`src/rtl/i2s_tx_scheduler.sv`:
```
// rtl/i2s_tx_scheduler.sv - I2S TX frame scheduler and SCK generator; optional mono mode under I2S_SCHED_MONO_EN
module i2s_tx_scheduler #(
    parameter int DATA_W = 32,
    parameter int DIV_W  = 8
) (
    input  logic              i_clk,
    input  logic              i_rst,
    input  logic              i_enable,
    input  logic [DIV_W-1:0]  i_clk_div,
    input  logic              i_fifol_empty,
    input  logic              i_fifor_empty,
    input  logic [DATA_W-1:0] i_fifol_data,
    input  logic [DATA_W-1:0] i_fifor_data,
`ifdef I2S_SCHED_MONO_EN
    input  logic              i_mono,
`endif
    output logic              o_fifol_rd,
    output logic              o_fifor_rd,
    output logic              o_sck,
    output logic              o_ws,
    output logic              o_sd,
    output logic              o_busy,
    output logic              o_done,
    output logic              o_underflow
);
    localparam int SLOT_W = $clog2(2 * DATA_W);
    localparam logic [SLOT_W-1:0] LAST_SLOT = SLOT_W'(2 * DATA_W - 1);
    localparam logic [SLOT_W-1:0] WS_FIRST  = SLOT_W'(DATA_W - 1);
    localparam logic [SLOT_W-1:0] WS_LAST   = SLOT_W'(2 * DATA_W - 2);

    typedef enum logic {IDLE, ACTIVE} state_t;

    state_t              state_q, state_d;
    logic [DIV_W-1:0]    div_q, div_d;
    logic [DIV_W-1:0]    cnt_q, cnt_d;
    logic [SLOT_W-1:0]   slot_q, slot_d;
    logic [SLOT_W-1:0]   slot_inc;
    logic [2*DATA_W-1:0] shreg_q, shreg_d;
    logic                sck_d, ws_d, sd_d, busy_d, done_d, uf_d, rdl_d, rdr_d;
    logic                mono, pair_ok, one_empty, fetch;

`ifdef I2S_SCHED_MONO_EN
    assign mono = i_mono;
`else
    assign mono = 1'b0;
`endif

    // In mono mode the right FIFO is irrelevant, so it can neither block a fetch nor underflow
    assign pair_ok   = !i_fifol_empty && (mono || !i_fifor_empty);
    assign one_empty = !mono && (i_fifol_empty != i_fifor_empty);
    assign slot_inc  = slot_q + 1'b1;

    // Next-state: divider/SCK toggling, slot advance on falling SCK, and the shared fetch decision
    always_comb begin
        state_d = state_q;
        div_d   = div_q;
        cnt_d   = cnt_q;
        slot_d  = slot_q;
        shreg_d = shreg_q;
        sck_d   = o_sck;
        ws_d    = o_ws;
        sd_d    = o_sd;
        busy_d  = o_busy;
        done_d  = 1'b0;
        uf_d    = 1'b0;
        rdl_d   = 1'b0;
        rdr_d   = 1'b0;
        fetch   = 1'b0;
        case (state_q)
            IDLE: begin
                if (i_enable) begin
                    div_d = i_clk_div;
                    fetch = 1'b1;
                end
            end
            ACTIVE: begin
                if (cnt_q == div_q) begin
                    cnt_d = '0;
                    sck_d = !o_sck;
                    if (o_sck) begin
                        // Falling toggle: either the frame boundary or the next slot
                        if (slot_q == LAST_SLOT) begin
                            fetch = 1'b1;
                        end else begin
                            slot_d  = slot_inc;
                            shreg_d = {shreg_q[2*DATA_W-2:0], 1'b0};
                            sd_d    = shreg_q[2*DATA_W-2];
                            ws_d    = (slot_inc >= WS_FIRST) && (slot_inc <= WS_LAST);
                        end
                    end
                end else begin
                    cnt_d = cnt_q + 1'b1;
                end
            end
            default: state_d = IDLE;
        endcase
        if (fetch) begin
            cnt_d  = '0;
            slot_d = '0;
            sck_d  = 1'b0;
            ws_d   = 1'b0;
            if (i_enable && pair_ok) begin
                state_d = ACTIVE;
                busy_d  = 1'b1;
                rdl_d   = 1'b1;
                rdr_d   = !mono;
                shreg_d = mono ? {i_fifol_data, i_fifol_data} : {i_fifol_data, i_fifor_data};
                sd_d    = i_fifol_data[DATA_W-1];
            end else begin
                state_d = IDLE;
                busy_d  = 1'b0;
                sd_d    = 1'b0;
                done_d  = 1'b1;
                uf_d    = i_enable && one_empty;
            end
        end
    end

    // State and registered outputs
    always_ff @(posedge i_clk or posedge i_rst) begin
        if (i_rst) begin
            state_q     <= IDLE;
            div_q       <= '0;
            cnt_q       <= '0;
            slot_q      <= '0;
            shreg_q     <= '0;
            o_sck       <= 1'b0;
            o_ws        <= 1'b0;
            o_sd        <= 1'b0;
            o_busy      <= 1'b0;
            o_done      <= 1'b0;
            o_underflow <= 1'b0;
            o_fifol_rd  <= 1'b0;
            o_fifor_rd  <= 1'b0;
        end else begin
            state_q     <= state_d;
            div_q       <= div_d;
            cnt_q       <= cnt_d;
            slot_q      <= slot_d;
            shreg_q     <= shreg_d;
            o_sck       <= sck_d;
            o_ws        <= ws_d;
            o_sd        <= sd_d;
            o_busy      <= busy_d;
            o_done      <= done_d;
            o_underflow <= uf_d;
            o_fifol_rd  <= rdl_d;
            o_fifor_rd  <= rdr_d;
        end
    end
endmodule

```
`config.mk`:
```
export PLATFORM = sky130hd
export DESIGN_NAME = i2s_tx_scheduler
export DESIGN_NICKNAME = d
export VERILOG_FILES = /design/src/rtl/i2s_tx_scheduler.sv
export SDC_FILE = /design/constraint.sdc
export NUM_CORES = 1
export LEC_CHECK = 0
export ABC_AREA = 1
export CORE_ASPECT_RATIO = 0.5
export CORE_UTILIZATION = 58
export DETAILED_ROUTE_END_ITERATION = 10
export PLACE_DENSITY = 0.9
export SYNTH_ARGS = -nofsm -noshare
export SYNTH_HDL_FRONTEND = slang
export SYNTH_SLANG_ARGS = --single-unit
```
`constraint.sdc`:
```
create_clock -name i_clk -period 8.2 [get_ports i_clk]
set_input_delay 1.23 -clock i_clk [delete_from_list [all_inputs] [get_ports i_clk]]
set_output_delay 1.23 -clock i_clk [all_outputs]
set_load 0.02 [all_outputs]
```
==> reports/qor.csv <==
metric;value;unit
yosysSeqAreaShare;0.451;
cp.arrival;3.48;ns
cap_violations;0;
grt_pass1_vias;4332;
start_util;0.619;
fin_crit_sh;0.396;
grt_start_max_net_pins;71;
final_cells;875;
drive_gt1_frac;0.0708;
cts_tree;built;
ios;85;
ys_warn_count;0;
hold_class;reg -> reg;
clk_pin_slew_worst_paths;0.06;ns
drtIter0Drc;440;
postCtsHoldBufs;0;
clockRootBuffer;clkbuf_16;
ant_nets;0;
place_congestion;0.832;
cts.path.max_buffers;2;
fin_worst_skew;0.00544;ns
placedCellCount;859;
clk_latency;0.35;ns
reg2reg_depth;12;
p_per_area;212;nW/um^2
fp.dieW;135;um
post_cts_buffers;0;
synth_area;5110;um^2
portBuffers;84;
cp_data_required_time;8.43;ns
peakVddDrop;0.000143;V
worstSetupPathType;in -> reg;
fmax;308;MHz
crit_path_max_fanout;63;
power.leakage;0.00322;uW
rows;23;
maxSlewViolCount;0;
grt_setup_unrepaired;false;
fin_setup_tns;0;ns
clock_sinks;92;
h-tree-depth;3;
syn_inst;699;
ctsResizeCount;0;
wl;11300;um
syn_avg_cell_area;7.31;um^2
hold_viol_final;0;
ys_types;27;
slew_headroom;0.228;
min_period;3.25;ns
status;completed;
die_y;68.4;um
end_kind;flip-flop;
track_usage;0.266;
routedWlPerCell;13.0;um
via_per_inst;5.23;
hold_path_depth;2;
gr-total-overflow;0;
crit_path_start_kind;input port;
antenna_found_initial;0;
ys_ff_latch;92;
first_pass_iters;5;
layout_common_cells;nor2_1 (193), nand2_1 (190), dfrtp_1 (91);
antennaDiodeCount;0;
final-setup-viol-count;0;
syn_nets;781;
vias;4580;
grt_pass1_wl;19000;um
final_common_cell;nor2_1;
drc_errors;0;
core_area;8260;um^2
fp.dieArea;9210;um^2
numCtsBuffers;9;
syn_to_final_growth;20.9;%
worst-slew-pin-transition;1.15;ns
layout.nets;840;
hpwl;6950;um
## metal layers
layer  global-route usage  vias to the layer above  part of all wire
met5                    0                        -                 0
met4               0.0801                        0            0.0087
met3               0.0756                       12             0.047
met2                0.490                      118              0.50
met1                0.309                     2119              0.45
li1                     -                     2331                 -
## state kept, by name, indices dropped and copies added (netlist names)
signal	flops
o_underflow	1
o_sck	1
cnt_q	8
state_q	1
shreg_q	63
o_fifor_rd	1
o_sd	1
o_done	1
slot_q	6
div_q	8
o_ws	1
## synthesized netlist by cell type, drive strengths merged
master | number | area share
buf | 27 | 0.042
nand2 | 195 | 0.15
nand4 | 63 | 0.077
xnor2 | 3 | 0.0051
nor3 | 3 | 0.0039
a21oi | 3 | 0.0029
dfrtp | 92 | 0.45
clkbuf | 14 | 0.010
o21ai | 16 | 0.016
nor2 | 209 | 0.17
nand3b | 1 | 0.0015
inv | 39 | 0.029
xor2 | 7 | 0.012
o22ai | 2 | 0.0024
nand3 | 20 | 0.024
ha | 5 | 0.012
## worst paths after layout
check,startpoint,end,slack (ns)
hold reg to reg,o_sd,o_sd,0.50
setup reg to reg,cnt_q[3],shreg_q[10],5.15
hold / removal,o_sd,o_sd,0.50
max in group asynchronous,i_rst,shreg_q[30],5.83
min in group asynchronous,i_rst,slot_q[3],1.24
setup / recovery,i_enable,shreg_q[5],4.95
## final cells by class
| cell class | instances | area, um^2 |
|---|---|---|
| sequential | 92 | 2300 |
| timing repair buffer | 89 | 878 |
| multi-input combinational | 527 | 2400 |
| fill | 619 | 2080 |
| inverter | 39 | 148 |
| tap | 112 | 140 |
| clock inverter | 2 | 16.3 |
| clock buffer | 14 | 284 |
## kinds of logic (layout without fill, tap and decap cells)
family	count (synthesis)	after routing	synth area share
xor+xnor	10	10	0.0171
flops	92	92	0.451
compound gates	21	21	0.0211
buf+inv	80	144	0.0811
simple gates	491	491	0.418
fa+ha+maj	5	5	0.0122
## where the power goes
part	switching, uW	internal (uW)
sequential	59.6	511
combinational	199	131
clock	173	239
total	431	881
## worst max-delay path: stages
cell and delay [ns]:
clkdlybuf4s50_1 0.51, inv_1 0.09, nor2_4 0.29, inv_2 0.15, nand2_1 0.12, nand2_2 0.62
nor2_1 0.37, nor2_2 0.07
## per-stage QoR
stage	hold WS, ns	power [uW]	util	cell area, um^2	worst slack [ns]
final	0.496	1310	0.748	6170	4.95
after CTS	0.498	1320	0.748	6170	4.93
after global routing	0.521	1390	0.748	6170	4.71
after global placement	0.471	887	0.711	5870	4.65
after detailed placement	0.482	901	0.711	5870	4.57
after floorplan	0.469	791	-	5110	4.58
No activity file was read; power rests on OpenSTA's default activity.
